## config.mk

```make
export PLATFORM = sky130hd
export DESIGN_NAME = mem_access_stage_flat
export DESIGN_NICKNAME = d
export VERILOG_FILES = /design/src/rtl/mem_access_stage_if.sv /design/src/rtl/mem_access_stage.sv /design/src/flat_wrapper.sv
export SDC_FILE = /design/constraint.sdc
export NUM_CORES = 1
export LEC_CHECK = 0
export CAP_MARGIN = 20
export CORE_MARGIN = 5
export CORE_UTILIZATION = 39
export DETAILED_ROUTE_END_ITERATION = 7
export PLACE_DENSITY = 0.81
export SYNTH_ARGS = -nofsm -noshare
export SYNTH_HDL_FRONTEND = slang
export SYNTH_SLANG_ARGS = --single-unit
```

## constraint.sdc

```tcl
create_clock -name clk_in -period 2.14 [get_ports clk_in]
set_input_delay 0.321 -clock clk_in [delete_from_list [all_inputs] [get_ports clk_in]]
set_output_delay 0.321 -clock clk_in [all_outputs]
set_load 0.05 [all_outputs]
```

## src/rtl/mem_access_stage_if.sv

```systemverilog
// Memory-controller request/completion bus used by mem_access_stage.
// The stage (master) holds op/len/addr/data stable until the controller (slave)
// returns a one-cycle fin pulse with load data on out.
interface mem_access_stage_if #(
    parameter int unsigned XLEN = 32
);
    logic [1:0]      op;    // 00 NOP, 01 LOAD, 10 SAVE
    logic [1:0]      len;   // 00 byte, 01 half, 10 word
    logic [XLEN-1:0] addr;
    logic [XLEN-1:0] data;
    logic            fin;
    logic [XLEN-1:0] out;

    modport master (
        output op,
        output len,
        output addr,
        output data,
        input  fin,
        input  out
    );

    modport slave (
        input  op,
        input  len,
        input  addr,
        input  data,
        output fin,
        output out
    );
endinterface

```

## src/rtl/mem_access_stage.sv

```systemverilog
// MEM pipeline stage between EX and WB: issues RV32I loads/stores over a held
// request / fin handshake, extends load data, drives WB, forwarding and stall.
// Optional feature: define MEM_MISALIGN_CHECK_EN to trap misaligned half/word
// accesses (no request issued, one-cycle exc_misalign strobe).
`ifndef LOAD
`define LOAD 7'b0000011
`endif
`ifndef SAVE
`define SAVE 7'b0100011
`endif
`ifndef ADDI
`define ADDI 7'b0010011
`endif

module mem_access_stage #(
    parameter int unsigned XLEN   = 32,
    parameter int unsigned REG_W  = 5,
    parameter int unsigned TYPE_W = 7
) (
    input  logic              clk_in,
    input  logic              rst_in,
    input  logic              rdy_in,
    input  logic              in_valid,
    input  logic [TYPE_W-1:0] ins_type,
    input  logic [2:0]        ins_details,
    input  logic [REG_W-1:0]  rd_addr,
    input  logic [XLEN-1:0]   rd_val,
    input  logic              forward,
    input  logic [XLEN-1:0]   mem_addr,
    input  logic [XLEN-1:0]   mem_val,
    mem_access_stage_if.master memctl,
    output logic              stall,
    output logic              fwd_valid,
    output logic              fwd_pending,
    output logic [REG_W-1:0]  fwd_rd_addr,
    output logic [XLEN-1:0]   fwd_rd_val,
    output logic              wb_valid,
    output logic [REG_W-1:0]  wb_rd_addr,
    output logic [XLEN-1:0]   wb_rd_val,
    output logic [TYPE_W-1:0] wb_ins_type,
    output logic              exc_misalign
);

    localparam logic [TYPE_W-1:0] TypeLoad = TYPE_W'(`LOAD);
    localparam logic [TYPE_W-1:0] TypeSave = TYPE_W'(`SAVE);
    localparam logic [TYPE_W-1:0] TypeAddi = TYPE_W'(`ADDI);

    localparam logic [1:0] OpNop  = 2'b00;
    localparam logic [1:0] OpLoad = 2'b01;
    localparam logic [1:0] OpSave = 2'b10;

    localparam logic [1:0] LenByte = 2'b00;
    localparam logic [1:0] LenHalf = 2'b01;
    localparam logic [1:0] LenWord = 2'b10;

    typedef enum logic [1:0] {StIdle, StBusy, StDone} state_e;

    state_e              state_q, state_d;
    logic [1:0]          op_q, op_d;
    logic [1:0]          len_q, len_d;
    logic [XLEN-1:0]     addr_q, addr_d;
    logic [XLEN-1:0]     data_q, data_d;
    logic                wb_valid_q, wb_valid_d;
    logic [REG_W-1:0]    wb_rd_addr_q, wb_rd_addr_d;
    logic [XLEN-1:0]     wb_rd_val_q, wb_rd_val_d;
    logic [TYPE_W-1:0]   wb_ins_type_q, wb_ins_type_d;
    logic                exc_q, exc_d;
    logic [2:0]          f3_q, f3_d;
    logic                is_load_q, is_load_d;

    logic                in_load, in_save, mem_op;
    logic [1:0]          req_len;
    logic                misalign;

    assign in_load = (ins_type == TypeLoad);
    assign in_save = (ins_type == TypeSave);
    assign mem_op  = in_valid & (in_load | in_save);
    // funct3[1:0]==11 is not a legal width; treat it as a word access
    assign req_len = (ins_details[1:0] == 2'b11) ? LenWord : ins_details[1:0];

`ifdef MEM_MISALIGN_CHECK_EN
    assign misalign = ((req_len == LenHalf) & mem_addr[0]) |
                      ((req_len == LenWord) & (mem_addr[1:0] != 2'b00));
`else
    assign misalign = 1'b0;
`endif

    // Sign/zero extension of returned load data by funct3
    function automatic logic [XLEN-1:0] extend(input logic [2:0] f3, input logic [XLEN-1:0] d);
        logic [XLEN-1:0] r;
        case (f3)
            3'b000:  r = {{(XLEN-8){d[7]}}, d[7:0]};
            3'b001:  r = {{(XLEN-16){d[15]}}, d[15:0]};
            3'b100:  r = {{(XLEN-8){1'b0}}, d[7:0]};
            3'b101:  r = {{(XLEN-16){1'b0}}, d[15:0]};
            default: r = d;
        endcase
        return r;
    endfunction

    // Next-state, request, writeback and forwarding/stall logic
    always_comb begin
        state_d       = state_q;
        op_d          = op_q;
        len_d         = len_q;
        addr_d        = addr_q;
        data_d        = data_q;
        wb_valid_d    = wb_valid_q;
        wb_rd_addr_d  = wb_rd_addr_q;
        wb_rd_val_d   = wb_rd_val_q;
        wb_ins_type_d = wb_ins_type_q;
        exc_d         = exc_q;
        f3_d          = f3_q;
        is_load_d     = is_load_q;
        stall         = 1'b0;
        fwd_valid     = 1'b0;
        fwd_pending   = 1'b0;
        fwd_rd_addr   = rd_addr;
        fwd_rd_val    = rd_val;

        case (state_q)
            StIdle: begin
                if (mem_op) begin
                    stall         = 1'b1;
                    fwd_pending   = in_load;
                    wb_valid_d    = 1'b0;
                    f3_d          = ins_details;
                    is_load_d     = in_load;
                    wb_ins_type_d = ins_type;
                    wb_rd_addr_d  = in_load ? rd_addr : '0;
                    if (misalign) begin
                        // Trap without touching the controller
                        wb_valid_d   = 1'b1;
                        wb_rd_addr_d = '0;
                        wb_rd_val_d  = '0;
                        exc_d        = 1'b1;
                        state_d      = StDone;
                    end else begin
                        op_d    = in_load ? OpLoad : OpSave;
                        len_d   = req_len;
                        addr_d  = mem_addr;
                        data_d  = mem_val;
                        state_d = StBusy;
                    end
                end else begin
                    wb_valid_d    = in_valid;
                    wb_rd_addr_d  = rd_addr;
                    wb_rd_val_d   = rd_val;
                    wb_ins_type_d = ins_type;
                    fwd_valid     = forward;
                end
            end
            StBusy: begin
                stall       = 1'b1;
                fwd_pending = is_load_q;
                if (memctl.fin) begin
                    op_d        = OpNop;
                    wb_rd_val_d = is_load_q ? extend(f3_q, memctl.out) : '0;
                    wb_valid_d  = 1'b1;
                    state_d     = StDone;
                end
            end
            StDone: begin
                wb_valid_d  = 1'b0;
                exc_d       = 1'b0;
                state_d     = StIdle;
                // Loaded value is already in the WB registers this cycle
                fwd_valid   = is_load_q & ~exc_q;
                fwd_rd_addr = wb_rd_addr_q;
                fwd_rd_val  = wb_rd_val_q;
            end
            default: state_d = StIdle;
        endcase
    end

    // State registers: synchronous reset, frozen while rdy_in is low
    always_ff @(posedge clk_in) begin
        if (rst_in) begin
            state_q       <= StIdle;
            op_q          <= OpNop;
            len_q         <= LenByte;
            addr_q        <= '0;
            data_q        <= '0;
            wb_valid_q    <= 1'b0;
            wb_rd_addr_q  <= '0;
            wb_rd_val_q   <= '0;
            wb_ins_type_q <= TypeAddi;
            exc_q         <= 1'b0;
            f3_q          <= 3'b000;
            is_load_q     <= 1'b0;
        end else if (rdy_in) begin
            state_q       <= state_d;
            op_q          <= op_d;
            len_q         <= len_d;
            addr_q        <= addr_d;
            data_q        <= data_d;
            wb_valid_q    <= wb_valid_d;
            wb_rd_addr_q  <= wb_rd_addr_d;
            wb_rd_val_q   <= wb_rd_val_d;
            wb_ins_type_q <= wb_ins_type_d;
            exc_q         <= exc_d;
            f3_q          <= f3_d;
            is_load_q     <= is_load_d;
        end
    end

    assign memctl.op    = op_q;
    assign memctl.len   = len_q;
    assign memctl.addr  = addr_q;
    assign memctl.data  = data_q;
    assign wb_valid     = wb_valid_q;
    assign wb_rd_addr   = wb_rd_addr_q;
    assign wb_rd_val    = wb_rd_val_q;
    assign wb_ins_type  = wb_ins_type_q;
    assign exc_misalign = exc_q;

endmodule

```

## src/flat_wrapper.sv

```systemverilog
// flat-port wrapper written by rule: the top's interface ports become plain ports
module mem_access_stage_flat 
#(
    parameter int unsigned XLEN   = 32,
    parameter int unsigned REG_W  = 5,
    parameter int unsigned TYPE_W = 7
)
  (clk_in, rst_in, rdy_in, in_valid, ins_type, ins_details, rd_addr, rd_val, forward, mem_addr, mem_val, stall, fwd_valid, fwd_pending, fwd_rd_addr, fwd_rd_val, wb_valid, wb_rd_addr, wb_rd_val, wb_ins_type, exc_misalign, memctl_op, memctl_len, memctl_addr, memctl_data, memctl_fin, memctl_out);
  mem_access_stage_if #(.XLEN(XLEN)) memctl_i ();
  input  logic clk_in;
  input  logic rst_in;
  input  logic rdy_in;
  input  logic in_valid;
  input  logic [TYPE_W-1:0] ins_type;
  input  logic [2:0] ins_details;
  input  logic [REG_W-1:0] rd_addr;
  input  logic [XLEN-1:0] rd_val;
  input  logic forward;
  input  logic [XLEN-1:0] mem_addr;
  input  logic [XLEN-1:0] mem_val;
  output logic stall;
  output logic fwd_valid;
  output logic fwd_pending;
  output logic [REG_W-1:0] fwd_rd_addr;
  output logic [XLEN-1:0] fwd_rd_val;
  output logic wb_valid;
  output logic [REG_W-1:0] wb_rd_addr;
  output logic [XLEN-1:0] wb_rd_val;
  output logic [TYPE_W-1:0] wb_ins_type;
  output logic exc_misalign;
  output wire logic [$bits(memctl_i.op)-1:0] memctl_op;
  output wire logic [$bits(memctl_i.len)-1:0] memctl_len;
  output wire logic [$bits(memctl_i.addr)-1:0] memctl_addr;
  output wire logic [$bits(memctl_i.data)-1:0] memctl_data;
  input wire logic [$bits(memctl_i.fin)-1:0] memctl_fin;
  input wire logic [$bits(memctl_i.out)-1:0] memctl_out;
  assign memctl_op = memctl_i.op;
  assign memctl_len = memctl_i.len;
  assign memctl_addr = memctl_i.addr;
  assign memctl_data = memctl_i.data;
  assign memctl_i.fin = memctl_fin;
  assign memctl_i.out = memctl_out;
  mem_access_stage #(.XLEN(XLEN), .REG_W(REG_W), .TYPE_W(TYPE_W)) u_core (.clk_in(clk_in), .rst_in(rst_in), .rdy_in(rdy_in), .in_valid(in_valid), .ins_type(ins_type), .ins_details(ins_details), .rd_addr(rd_addr), .rd_val(rd_val), .forward(forward), .mem_addr(mem_addr), .mem_val(mem_val), .memctl(memctl_i), .stall(stall), .fwd_valid(fwd_valid), .fwd_pending(fwd_pending), .fwd_rd_addr(fwd_rd_addr), .fwd_rd_val(fwd_rd_val), .wb_valid(wb_valid), .wb_rd_addr(wb_rd_addr), .wb_rd_val(wb_rd_val), .wb_ins_type(wb_ins_type), .exc_misalign(exc_misalign));
endmodule
```

Word level (Yosys, flattened, before mapping)
Index checks and enable logic that the tools add are counted.

Bitwise gates (word level): 2. Muxes and demuxes: 26. Eq/ne operators: 11. Reduce and logical (&&, ||, !) cells: 10.

Operator list (count): $mux 32 (4); $pmux 32 s4 (1); $pmux 32 s2 (1); $mux 5 (3); $mux 2 (6); $reduce_and 3->1 (3); $pmux 2 s2 (2); $reduce_and 4->1 (2); $eq 7x2->1 const B (1); $eq 7x6->1 const B (1); $eq 3x3->1 const B (2); $pmux 1 s2 (3); $mux 1 (5); $eq 2x2->1 const B (2); $ne 2x2->1 const B (2); $eq 3x1->1 const B (1); $logic_not 3->1 (1); $pmux 1 s3 (1); $reduce_bool 3->1 (1); $eq 2x1->1 const B (1); $logic_not 2->1 (1); $ne 2x1->1 const B (1); $reduce_and 2->1 (1); $reduce_bool 2->1 (1); other kinds (2) (2).

Flip-flop bits (word level): 119.

Depth between registers and ports, before layout
Gate-level depths: netlist of run 1.

Depth after elaboration: 5. Mapped depth: 10. Mapped depth without buffers: 6.

Least setup slack after synthesis of run 1
OpenSTA, ideal clock, no wires.

Path kind: input to output. Start point: in ins_type[6]. End point: out fwd_pending. Setup slack: -0.132 ns. Data arrival time: 1.951 ns. Required time: 1.819 ns. Stages: 4. Path through: nor4bb_1 buf_4 nand2_1 o21ai_0.

Word-level cells in the longest chain between the ends: 5.

RTL lines: start: declaration (line flat_wrapper.sv:14) `input logic [TYPE_W-1:0] ins_type;`; $eq 7x2->1 or $eq 7x6->1 (tied branches) (line mem_access_stage.sv:75, mem_access_stage.sv:76); $or 1x1->1 (line mem_access_stage.sv:77) `assign mem_op = in_valid & (in_load | in_save);`; $and 1x1->1 (line mem_access_stage.sv:77); $mux 1 (*) (line mem_access_stage.sv:123) `if (mem_op) begin`; $pmux 1 s2 (*) (line mem_access_stage.sv:121) `case (state_q)`; end: declaration (line flat_wrapper.sv:23) `output logic fwd_pending;`.

Mark *: on every way between the ends. The rest lies on a longest branch, timed or not.

Worst setup path after layout of run 1
Start point: reg u_core.state_q[0]. End point: out fwd_rd_val[25].

Word-level cells in the longest chain between the ends: 2.

RTL lines: start: declaration (line mem_access_stage.sv:58) `state_e state_q, state_d;`; start signal: assignment (line mem_access_stage.sv:179) `state_q <= StIdle;`; start signal: assignment (line mem_access_stage.sv:192) `state_q <= state_d;`; $eq 2x2->1 (line mem_access_stage.sv:121); $mux 32 (line mem_access_stage.sv:121); end: declaration (line flat_wrapper.sv:25) `output logic [XLEN-1:0] fwd_rd_val;`.

Every way passes these cells.

==> results.cfg, run 1 <==
[pwr]
powerDensity_nw_per_um2 = 695
power_w = 0.00657
p_leak_nw = 3.40
ir_drop_mv = 0.483

[setup_path]
regToRegSetupSlack_ns = 0.34
crit_arrival_ns = 1.78
crit_fanout = 7
crit_path_end_kind = output pin
r2r-start = u_core.state_q[1]$_SDFFE_PP0P_
r2r-end = u_core.memctl.len[0]$_SDFFE_PP0P_
criticalPathCategory = flop to output pin
worstPathRequired_ns = 1.82
r2r_cells = 7
critPathLaunchType = flop

[yosys]
syn_nets = 790
synth-async-reset-ratio_pct = 0
yosysWarningCount = 0
syn_area_sq_um = 5440
ys_ff_latch = 119
syn-instance-count = 638
ys_seq_area_share_pct = 43.8
synth-edff-count = 0
ys_types = 41
synth_flop_cell = dfxtp_1
avgSynthCellArea_sq_um = 8.52

[floorplanning]
start_util_pct = 39.5
dieArea_sq_um = 16400
io_pins = 303
core_area_sq_um = 13800
fp-row-count = 43
die_w_um = 128
die_h_um = 128

[routing]
wl_per_cell_um = 18.8
drc = 0
wl_um = 21100
first_pass_iters = 4
dr_total_vias = 5929
via_per_inst = 5.29
drt_iter0_drc = 342
ant_nets = 0

[placed_design]
dpl.hpwl_um = 14900
numPlacedInstances = 1086
gp_congestion = 0.878
dp_worst_setup_slack_ns = -0.0603
placement.io_buffers = 301
dpl_cell_area_sq_um = 8590

[worst_hold_path]
hold_start = rst_in
hold_class = input pin to flop
hold_end = u_core.wb_rd_addr[4]$_SDFFE_PP0P_
whs_path_depth = 2

[layout]
antenna_cells = 0
drive_gt1_share_pct = 20.2
design_area_sq_um = 9460
fin_nets = 1080
syn_to_final_growth_pct = 74.1
layout.cells.non_filler = 1121

[clock_tree]
cts_buffer_depth = 2
clock_tree.htree_level_count = 4
cts_tree = done
cts_buffers = 17
clk_latency_ns = 0.41
clk_pin_slew_ns = 0.06
cts.sinks = 119
root_buffer = clkbuf_16

[global_route]
grt_max_degree = 61
grt_usage_pct = 24.1
grt-ovfl-total = 0
grt_pass1_vias = 5794
grt_pass1_wl_um = 31100
antenna_found_initial = 0

[timing]
rsz0062_at_grt = yes
min_period_ns = 2.10
fin_tns_setup_ns = 0
slew_headroom_pct = 61.2
finalHoldViolations = 0
slew_viol_final = 0
setup_violations = 0
fin_worst_skew_ns = 0.00682
post-route-period-util_pct = 98.0
setup_slack_ns = 0.0435
worst_pin_slew_ns = 0.581
fmax_mhz = 477

[run]
max-cap-violations = 0

[outcome]
outcome = finished, final reports clean
## worst max-delay path: stages, from the launching register on
cell and delay (ns):
dfxtp_2 0.33, inv_2 0.08, ha_4 0.22, clkbuf_16 0.19, mux2_2 0.36, buf_6 0.16
## how the worst max path moves through the flow
| stage | slack (ns) | to | start | depth (start not counted) |
|---|---|---|---|---|
| floorplan | 0.22 | fwd_rd_val[12] | u_core.state_q[0]$_SDFFE_PP0P_ | 5 |
| global placement | -0.007 | u_core.wb_rd_val[16]$_SDFFE_PP0P_ | ins_type[1] | 7 |
| detailed placement | -0.06 | u_core.wb_rd_val[16]$_SDFFE_PP0P_ | ins_type[1] | 7 |
| CTS | 0.01 | fwd_valid | ins_type[1] | 6 |
| global route | -0.02 | fwd_pending | u_core.state_q[1]$_SDFFE_PP0P_ | 6 |
| finish | 0.04 | fwd_rd_val[25] | u_core.state_q[0]$_SDFFE_PP0P_ | 5 |
## Yosys cell counts, types with 3 or more instances
master	n	area share [%]
nand2_1	175	12
a21oi_1	128	12
dfxtp_1	119	44
mux2_2	37	7.7
clkbuf_1	33	2.3
a211oi_2	17	3.9
a31oi_1	16	1.8
a311oi_2	14	3.9
buf_2	12	1.1
nand3_1	11	1.0
o21ai_0	11	1.0
a22oi_1	8	1.1
buf_4	7	0.97
buf_6	6	1.2
nor2_1	4	0.28
and2_1	3	0.35
buf_1	3	0.21
ha_1	3	0.69
inv_1	3	0.21
nand2b_1	3	0.35
o211ai_1	3	0.41
## layout make-up
| cell class | instances | area [sq um] |
|---|---|---|
| clock buffers | 21 | 480 |
| clock inverters | 11 | 160 |
| fillers | 1060 | 4310 |
| inverters | 4 | 16.3 |
| multi-input cells | 454 | 2750 |
| flip-flops and latches | 119 | 2380 |
| well taps | 180 | 225 |
| repair buffers | 332 | 3440 |
## placed cells by master, fill, tap and decap left out, types with 2 or more instances in the layout
| master | netlist | routed |
|---|---|---|
| a31oi_1 | 16 | 16 |
| a21oi_1 | 128 | 128 |
| nor2_1 | 4 | 4 |
| a311oi_1 | 2 | 2 |
| a211oi_2 | 17 | 17 |
| buf_12 | 0 | 9 |
| clkbuf_16 | 0 | 18 |
| clkinv_4 | 0 | 4 |
| buf_6 | 6 | 37 |
| a22oi_1 | 8 | 8 |
| nand3_1 | 11 | 10 |
| clkbuf_8 | 0 | 4 |
| dfxtp_2 | 0 | 2 |
| bufinv_16 | 0 | 3 |
| clkdlybuf4s50_1 | 0 | 260 |
| inv_1 | 3 | 2 |
| o221a_2 | 2 | 2 |
| inv_6 | 0 | 4 |
| nand2_1 | 175 | 175 |
| nand2b_1 | 3 | 3 |
| mux2_2 | 37 | 37 |
| ha_2 | 0 | 2 |
| a311oi_2 | 14 | 14 |
| dfxtp_1 | 119 | 117 |
| o21ai_0 | 11 | 10 |
| and2_1 | 3 | 2 |
| o211ai_1 | 3 | 3 |
| buf_4 | 7 | 23 |
## cells by family after synthesis
group / Yosys count / synth area share (%)
flops: 119 / 43.8
compound gates: 206 / 25.5
simple gates: 206 / 16.0
fa+ha+maj: 3 / 0.691
mux: 38 / 7.85
buf+inv: 65 / 6.08
other cells: 1 / 0.0690
## metal layers
| metal | GRT usage [%] | up-vias | share of wire (%) |
|---|---|---|---|
| met4 | 9.11 | 0 | 2.5 |
| met2 | 39.9 | 302 | 49 |
| met3 | 10.2 | 39 | 11 |
| li1 | - | 2815 | - |
| met5 | 0 | - | 0 |
| met1 | 27.8 | 2773 | 38 |
## where the power goes
| group | switching (W) | total, W | internal [W] |
|---|---|---|---|
| Sequential | 0.0000540 | 0.00233 | 0.00228 |
| Combinational | 0.000638 | 0.00117 | 0.000535 |
| Clock | 0.00109 | 0.00306 | 0.00198 |
## metrics by stage
step,utilization (%),hold WS (ns)
floorplan,-,0.413
global placement,62.4,0.440
detailed placement,62.4,0.446
CTS,67.4,0.290
global route,68.7,0.298
finish,68.7,0.305
## registers in the layout, summed over array words and instances, names as in the netlist, 2 cells and up
signal,cells
u_core.memctl.len,2
u_core.memctl.addr,32
u_core.wb_rd_val,32
u_core.memctl.op,2
u_core.wb_ins_type,7
u_core.state_q,2
u_core.memctl.data,32
u_core.wb_rd_addr,5
u_core.f3_q,3
## repair_timing
action,in CTS,in global routing
resized for setup,9,40
endpoints found under the setup margin,32,26
gates cloned,1,1
pin swaps,0,0
hold endpoints to repair,0,0
hold buffers,0,0
buffers inserted,0,1
Note: power is estimated with default switching activity, not from simulation.
==> inputs of run 2 (changes only) <==
--- a/config.mk
+++ b/config.mk
@@ -5,7 +5,6 @@
 export SDC_FILE = /design/constraint.sdc
 export NUM_CORES = 1
 export LEC_CHECK = 0
-export CAP_MARGIN = 20
 export CORE_MARGIN = 5
 export CORE_UTILIZATION = 39
 export DETAILED_ROUTE_END_ITERATION = 7
==> results of run 2 <==
Same layout as run 1: the final DEF is identical, and so are final timing and power.
==> inputs of run 3 (changes only) <==
--- a/config.mk
+++ b/config.mk
@@ -8,7 +8,9 @@
 export CORE_MARGIN = 5
 export CORE_UTILIZATION = 39
 export DETAILED_ROUTE_END_ITERATION = 7
+export GPL_ROUTABILITY_DRIVEN = 0
 export PLACE_DENSITY = 0.81
+export SKIP_LAST_GASP = 1
 export SYNTH_ARGS = -nofsm -noshare
 export SYNTH_HDL_FRONTEND = slang
 export SYNTH_SLANG_ARGS = --single-unit
==> run 3 against run 2 <==
  * Final cell count is the same
  * First-iteration DRC count shrank 5.3%
  * Clock power is essentially flat
  * Flip-flop and latch count is the same
  * Global-route usage is the same
  * Via count shrank 1.0%
  * Core utilization shrank 0.65 points
  * Critical path type is now input pin to output pin
  * Largest power group unchanged
==> results.cfg, run 3 (synthesis results as in run 1) <==
[floorplanning]
die_h_um = 128
fp-row-count = 43
die_w_um = 128
io_pins = 303
core_area_sq_um = 13800
start_util_pct = 39.5
dieArea_sq_um = 16400

[routing]
first_pass_iters = 4
wl_per_cell_um = 18.6
dr_total_vias = 5869
wl_um = 20800
ant_nets = 0
drc = 0
drt_iter0_drc = 324
via_per_inst = 5.24

[timing]
finalHoldViolations = 0
fin_worst_skew_ns = 0.00560
slew_viol_final = 0
rsz0062_at_grt = yes
min_period_ns = 2.10
post-route-period-util_pct = 98.2
fmax_mhz = 476
setup_violations = 0
slew_headroom_pct = 61.5
setup_slack_ns = 0.0376
worst_pin_slew_ns = 0.576

[setup_path]
crit_path_end_kind = output pin
criticalPathCategory = input pin to output pin
worstPathRequired_ns = 1.82
worstSetupStartpoint = ins_type[1]
regToRegSetupSlack_ns = 0.35
critPathLaunchType = input pin
endpoint = fwd_valid
r2r-start = u_core.state_q[1]$_SDFFE_PP0P_
crit_fanout = 5
crit_arrival_ns = 1.78
r2r_cells = 7
r2r-end = u_core.memctl.len[0]$_SDFFE_PP0P_

[layout]
final_common_cell = clkdlybuf4s50_1
design_area_sq_um = 9370
layout.cells.non_filler = 1121
fin_util_pct = 68.0
layout_common_cells = clkdlybuf4s50_1 (260), nand2_1 (175), a21oi_1 (128), dfxtp_1 (117), buf_4 (49)
drive_gt1_share_pct = 20.2
fin_nets = 1080
syn_to_final_growth_pct = 72.4
antenna_cells = 0

[clock_tree]
clk_latency_ns = 0.42
ctsHoldBuffers = 0
root_buffer = clkbuf_16
clk_pin_slew_ns = 0.06
clock_tree.htree_level_count = 4
cts_buffers = 17
cts.sinks = 119
cts_tree = done
cts_buffer_depth = 2

[placed_design]
placement.io_buffers = 301
dpl_cell_area_sq_um = 8590
dpl.hpwl_um = 14900
dp_worst_setup_slack_ns = -0.0603
numPlacedInstances = 1086

[worst_hold_path]
hold_class = input pin to flop

[run]
max-cap-violations = 0

[global_route]
grt_pass1_vias = 5794
antenna_found_initial = 0
grt_usage_pct = 24.1
grt_pass1_wl_um = 31100
grt_max_degree = 61
grt-ovfl-total = 0

[pwr]
ir_drop_mv = 0.483
p_leak_nw = 3.37
powerDensity_nw_per_um2 = 698
power_w = 0.00654

[outcome]
outcome = finished, final reports clean
run 3: per-stage QoR:
step | setup TNS, ns | hold WS (ns)
floorplan | 0 | 0.413
global route | -0.207 | 0.298
global placement | -0.00720 | 0.440
detailed placement | -1.17 | 0.446
finish | 0 | 0.305
CTS | -0.00140 | 0.290
run 3: final cells by class:
type / instances / area [sq um]
inverter: 4 / 16.3
clock inverter: 11 / 160
tap: 180 / 225
fill: 1087 / 4400
clock buffer: 21 / 480
multi-input combinational: 454 / 2760
timing repair buffer: 332 / 3350
sequential: 119 / 2380
run 3: critical path, stage by stage:
cell,delay [ns]
clkdlybuf4s50_1,0.47
nor4bb_2,0.28
buf_4,0.20
a21boi_0,0.11
a22o_1,0.21
buf_4,0.19
run 3: per-layer routing:
layer  GRT usage (%)  share of wire, %  up-vias
met3            10.2                11       40
met4            9.11               2.5        0
met2            39.9                49      271
met5               0                 0        -
met1            27.8                38     2735
li1                -                 -     2823
run 3: worst min-delay path by stage:
stage / slack, ns / to / from / depth (start not counted)
global placement: 0.44 / u_core.memctl.data[25]$_SDFFE_PP0P_ / u_core.memctl.data[25]$_SDFFE_PP0P_ / 2
CTS: 0.29 / u_core.memctl.data[22]$_SDFFE_PP0P_ / rst_in / 2
floorplan: 0.41 / u_core.is_load_q$_SDFFE_PP0P_ / ins_type[5] / 1
finish: 0.30 / u_core.wb_rd_addr[4]$_SDFFE_PP0P_ / rst_in / 2
global route: 0.30 / u_core.memctl.data[25]$_SDFFE_PP0P_ / rst_in / 2
detailed placement: 0.45 / u_core.memctl.addr[22]$_SDFFE_PP0P_ / u_core.memctl.addr[22]$_SDFFE_PP0P_ / 2
run 3: where the power goes:
group | switching (W) | internal [W] | leakage, nW | total [W]
clock | 0.00108 | 0.00198 | 0.315 | 0.00306
sequential | 0.0000535 | 0.00228 | 0.971 | 0.00233
combinational | 0.000631 | 0.000520 | 2.08 | 0.00115
run 3: repair_timing:
action,CTS,global route
endpoints found under the setup margin,32,26
pin swaps,0,0
setup buffers,0,1
resized for setup,8,16
cloned,1,1
==> RTL edit 1, RTL diff (flow settings as in run 1) <==
Encoding of `state_e`: now one-hot (3 bits for 3 states).
--- a/src/rtl/mem_access_stage.sv
+++ b/src/rtl/mem_access_stage.sv
@@ -53,7 +53,7 @@
     localparam logic [1:0] LenHalf = 2'b01;
     localparam logic [1:0] LenWord = 2'b10;
 
-    typedef enum logic [1:0] {StIdle, StBusy, StDone} state_e;
+    typedef enum logic [2:0] {StIdle = 3'b001, StBusy = 3'b010, StDone = 3'b100} state_e;
 
     state_e              state_q, state_d;
     logic [1:0]          op_q, op_d;
Check against the original RTL: no difference found for any inputs over 4 cycles, from zero or initial values and one cycle with rst_in high; so few cycles prove little.
==> RTL edit 1 against run 1 <==
The run now ends with negative setup slack left. Combinational power grew 5%. Maximum frequency down 6.4%. Cell area rose by 6.6%. Cell count up 4.8%. Critical path depth increased by 1. Largest cell class unchanged. Core utilization up 3.4 points. Critical endpoint is now fwd_rd_val[15]. Highest routed layer unchanged. Synthesized area is 2.7% higher. Clock skew hardly changed. Critical path type unchanged. Non-clock buffer count rose by 26. Worst setup slack got worse by 0.14 ns. Power is 0.39% lower. Wire length up 4.4%. Sequential cell count up 1.
==> RTL edit 1: results (changes against run 1) <==
* Final setup skew at 0.00708 ns (was 0.00682 ns)
* Instance area after placement at 8830 µm² (was 8590 µm²)
* Number of stages on the worst hold path at 3 (was 2)
* Transition time at the pin with the least slew margin at 0.592 ns (was 0.581 ns)
* Total of fill cells in the finished design at 1026 (was 1060)
* Maximum number of pins on one net before global-route repair at 56 (was 61)
* Initial DRC count at 492 (was 342)
* GRT Util Overall at 24.5% (was 24.1%)
* Hold wc startpoint: ins_type[6] (was rst_in)
* Routability-driven placement congestion ratio at 0.840 (was 0.878)
* Worst Hold Slack at 0.243 ns (was 0.305 ns)
* Setup Fix Bufs, Post-CTS at 11 (was 0)
* Worst path arrival time at 1.92 ns (was 1.78 ns)
* Synthesized netlist net count at 816 (was 790)
* Sum of routed wire segments on met1 at 7870 µm (was 8040 µm)
* Total length of routed wires at 22000 µm (was 21100 µm)
* Count of vias placed by the detailed router at 6133 (was 5929)
* Register fraction of the total cell area at 23.9% (was 25.2%)
* Portion of the layout cell area used by non-clock buffers at 37.9% (was 36.4%)
* Relative area of clock buffers and inverters in the final design at 6.18% (was 6.77%)
* Fraction of layout cells with a size suffix above 1 at 21.0% (was 20.2%)
* Met1 global-route usage at 26.7% (was 27.8%)
* Setup Viol. Count Final at 38 (was 0)
* Synth cell types at 47 (was 41)
* Reg-to-Reg Start: u_core.state_q[2] (was u_core.state_q[1])
* Post-detailed-placement half-perimeter wirelength at 14600 µm (was 14900 µm)
* Number of global-route vias before repair at 5765 (was 5794)
* Capture point of the worst path: fwd_rd_val[15] (was fwd_rd_val[25])
* Run status: complete, but fails checks (was completed)
* Multi-input gate area at 2890 µm² (was 2750 µm²)
* Wire length of the first global-routing pass at 31900 µm (was 31100 µm)
* Launch point of the worst path: u_core.state_q[1] (was u_core.state_q[0])
* Combinational group power at 0.00123 W (was 0.00117 W)
* Mux cell area share after synthesis at 7.64% (was 7.85%)
* Final WS setup at -0.101 ns (was 0.0435 ns)
* Synth Area in Compound Gates at 21.0% (was 25.5%)
* Crit Path Max Fanout at 5 (was 7)
* Endpoint of the worst-slack reg-to-reg timing path: u_core.wb_rd_val[14] (was u_core.memctl.len[0])
* Post-synth top cells: sky130_fd_sc_hd__nand2_1, sky130_fd_sc_hd__dfxtp_1, sky130_fd_sc_hd__a21oi_1, sky130_fd_sc_hd__mux2_2, sky130_fd_sc_hd__inv_1 (was sky130_fd_sc_hd__nand2_1, sky130_fd_sc_hd__a21oi_1, sky130_fd_sc_hd__dfxtp_1, sky130_fd_sc_hd__mux2_2, sky130_fd_sc_hd__clkbuf_1)
* Flop2flop setup slack at 0.17 ns (was 0.34 ns)
* Met3 global-route usage at 10.7% (was 10.2%)
* Vias per cell at 5.22 (was 5.29)
* Terminating pin of the worst hold path: u_core.wb_ins_type[6] (was u_core.wb_rd_addr[4])
* Core utilization of the finished layout at 72.1% (was 68.7%)
* DP Worst Slack at -0.197 ns (was -0.0603 ns)
* Violations in the final reports: negative setup slack
* Number of signal-net buffers in the layout at 358 (was 332)
* Length of routed met2 wiring at 11100 µm (was 10300 µm)
==> RTL edit 1: cell types whose count changed in the layout (fill, tap and decap cells not counted), moves of 16 or more <==
cell / delta
sky130_fd_sc_hd__a21oi_1: -45
sky130_fd_sc_hd__inv_1: +30
sky130_fd_sc_hd__mux2_2: -24
sky130_fd_sc_hd__mux2_4: +24
sky130_fd_sc_hd__buf_8: +21
sky130_fd_sc_hd__buf_6: -20
sky130_fd_sc_hd__buf_4: +18
sky130_fd_sc_hd__o21ai_0: +16
==> RTL edit 1: critical path, cell delays in order (launching register included) <==
cell,delay [ns]
sky130_fd_sc_hd__dfxtp_4,0.36
sky130_fd_sc_hd__nor2b_4,0.13
sky130_fd_sc_hd__nor2b_4,0.22
sky130_fd_sc_hd__buf_12,0.16
sky130_fd_sc_hd__clkbuf_16,0.16
sky130_fd_sc_hd__mux2_4,0.32
sky130_fd_sc_hd__buf_8,0.15
==> RTL edit 2, RTL diff (flow settings as in run 1) <==
Without the edit above. `REG_W` is set to 5 in 2 places; all go to 10.
--- a/src/rtl/mem_access_stage.sv
+++ b/src/rtl/mem_access_stage.sv
@@ -14,7 +14,7 @@
 
 module mem_access_stage #(
     parameter int unsigned XLEN   = 32,
-    parameter int unsigned REG_W  = 5,
+    parameter int unsigned REG_W  = 10,
     parameter int unsigned TYPE_W = 7
 ) (
     input  logic              clk_in,
--- a/src/flat_wrapper.sv
+++ b/src/flat_wrapper.sv
@@ -2,7 +2,7 @@
 module mem_access_stage_flat 
 #(
     parameter int unsigned XLEN   = 32,
-    parameter int unsigned REG_W  = 5,
+    parameter int unsigned REG_W  = 10,
     parameter int unsigned TYPE_W = 7
 )
   (clk_in, rst_in, rdy_in, in_valid, ins_type, ins_details, rd_addr, rd_val, forward, mem_addr, mem_val, stall, fwd_valid, fwd_pending, fwd_rd_addr, fwd_rd_val, wb_valid, wb_rd_addr, wb_rd_val, wb_ins_type, exc_misalign, memctl_op, memctl_len, memctl_addr, memctl_data, memctl_fin, memctl_out);
Ports: changed (resized fwd_rd_addr, rd_addr and wb_rd_addr); port bits go from 303 to 318. No check against the original RTL was run, so the function may have changed too.
==> RTL edit 2 against run 1 <==
Sequential cell count is 5 higher. Count of clock-buffer cells in the layout grew 2. Cell area is 0.61% higher. Wire length shrank 3.1%. Clock power is essentially flat. Power is 2.2% higher. Synthesized area shrank 1.8%. Worst setup slack improved by 0.012 ns. Largest power group unchanged.
==> RTL edit 2: results (changes against run 1) <==
* Number of buffers inserted by port buffering at 316 (was 301)
* Post-layout net count at 1102 (was 1080)
* Pleak at 3.52 nW (was 3.40 nW)
* First drt pass iteration count at 4 (unchanged)
* Worst path arrival time at 1.76 ns (was 1.78 ns)
* Post-detailed-placement half-perimeter wirelength at 14900 µm (about the same)
* Number of global-route vias before repair at 5715 (was 5794)
* Instance area after placement at 8750 µm² (was 8590 µm²)
* Sum of routed wire segments on met1 at 7830 µm (was 8040 µm)
* Length of routed met2 wiring at 10200 µm (was 10300 µm)
* Register area share after synthesis at 46.5% (was 43.8%)
* Run status: completed (unchanged)
* Wire per inst at 18.1 µm (was 18.8 µm)
* Maximum number of pins on one net before global-route repair at 73 (was 61)
* Total of fill cells in the finished design at 1079 (was 1060)
* GRT Util Overall at 23.6% (was 24.1%)
* Final setup skew at 0.00704 ns (was 0.00682 ns)
* Initial DRC count at 345 (was 342)
* Fraction of layout cells with a size suffix above 1 at 18.5% (was 20.2%)
* Remaining max-slew budget at the tightest pin at 45.9% (was 61.2%)
* Cells taking the most area after synthesis: sky130_fd_sc_hd__dfxtp_1, sky130_fd_sc_hd__nand2_1, sky130_fd_sc_hd__mux2_2, sky130_fd_sc_hd__a21oi_1, sky130_fd_sc_hd__a22oi_1 (was sky130_fd_sc_hd__dfxtp_1, sky130_fd_sc_hd__nand2_1, sky130_fd_sc_hd__a21oi_1, sky130_fd_sc_hd__mux2_2, sky130_fd_sc_hd__a211oi_2)
* Highest ir drop seen on vdd at 0.000418 V (was 0.000483 V)
* Synthesized netlist net count at 782 (was 790)
* Combined flip-flop and latch cell area at 2480 µm² (was 2380 µm²)
* Yosys Warn Count at 0 (unchanged)
* ANT cells at 0 (unchanged)
* Post-synth top cells: sky130_fd_sc_hd__nand2_1, sky130_fd_sc_hd__dfxtp_1, sky130_fd_sc_hd__a21oi_1, sky130_fd_sc_hd__mux2_2, sky130_fd_sc_hd__nor2_1 (was sky130_fd_sc_hd__nand2_1, sky130_fd_sc_hd__a21oi_1, sky130_fd_sc_hd__dfxtp_1, sky130_fd_sc_hd__mux2_2, sky130_fd_sc_hd__clkbuf_1)
* Count of vias placed by the detailed router at 5812 (was 5929)
* Crit Path Max Fanout at 19 (was 7)
* Wire length of the first global-routing pass at 30000 µm (was 31100 µm)
* Routability-driven placement congestion ratio at 0.854 (was 0.878)
* Internal power consumption at 0.00502 W (was 0.00479 W)
* Synth cell types at 40 (was 41)
* Met3 wire length at 1920 µm (was 2250 µm)
RTL edit 2: cell type report:
cell class                 instances  share of cell area (%)
multi-input combinational        440                    27.7
clock buffer                      23                    5.23
clock inverter                     7                    1.42
timing repair buffer             354                    36.9
sequential                       124                    26.1
tap                              176                    2.31
inverter                           8                   0.315
RTL edit 2: logic make-up after synthesis:
group | Yosys count | share of synthesized area (%)
multiplexers | 44 | 9.23
AND/OR/NAND/NOR | 212 | 16.3
adder cells (fa/ha/maj) | 3 | 0.703
flip-flops | 124 | 46.5
buffers and inverters | 61 | 5.11
AO/OA/AOI/OAI | 180 | 22.1
other | 1 | 0.0702
RTL edit 2: path summary, 6_finish.rpt:
kind,start,end,slack [ns],depth (start not counted)
worst max-delay path,u_core.state_q[0],fwd_rd_val[27],0.06,5
worst min-delay path,ins_type[0],u_core.wb_ins_type[0],0.35,4
worst max register to register,u_core.state_q[1],u_core.wb_rd_val[27],0.13,9
worst min register to register,u_core.wb_ins_type[5],u_core.wb_ins_type[5],0.45,2
RTL edit 2: critical path: stages (launching register included):
cell	delay [ns]
sky130_fd_sc_hd__dfxtp_2	0.33
sky130_fd_sc_hd__inv_2	0.08
sky130_fd_sc_hd__ha_4	0.20
sky130_fd_sc_hd__buf_12	0.18
sky130_fd_sc_hd__mux2_2	0.37
sky130_fd_sc_hd__buf_4	0.19
RTL edit 2: power by group through the flow:
stage                     sequential, W  combinational [W]  clock (W)
after floorplan                 0.00271           0.000381          0
after global placement          0.00248            0.00119          0
after detailed placement        0.00248            0.00120          0
after CTS                       0.00243            0.00121    0.00311
after global routing            0.00244            0.00128    0.00322
final                           0.00243            0.00122    0.00306
RTL edit 2: repair_timing:
item                       4_1_cts  5_1_grt
setup endpoints to repair       21       59
buffers inserted                 1        2
cloned                           0        3
pin swaps                        1        2
gates resized for setup         11       10
hold buffers                     0        0
RTL edit 2: metal layers:
metal / GRT usage, % / vias to the layer above
li1: - / 2827
met1: 25.5 / 2704
met2: 40.9 / 247
met3: 9.64 / 34
met4: 9.59 / 0
met5: 0 / -
RTL edit 2: metrics by stage:
stage          std cells  power [W]  worst slack, ns  hold WS (ns)
3_5_place_dp        1096    0.00368           -0.232         0.446
6_report            1132    0.00671           0.0555         0.352
3_3_place_gp        1096    0.00367           -0.207         0.440
4_1_cts             1127    0.00675          -0.0340         0.398
2_1_floorplan        625    0.00309            0.151         0.409
5_1_grt             1132    0.00694         -0.00121         0.420
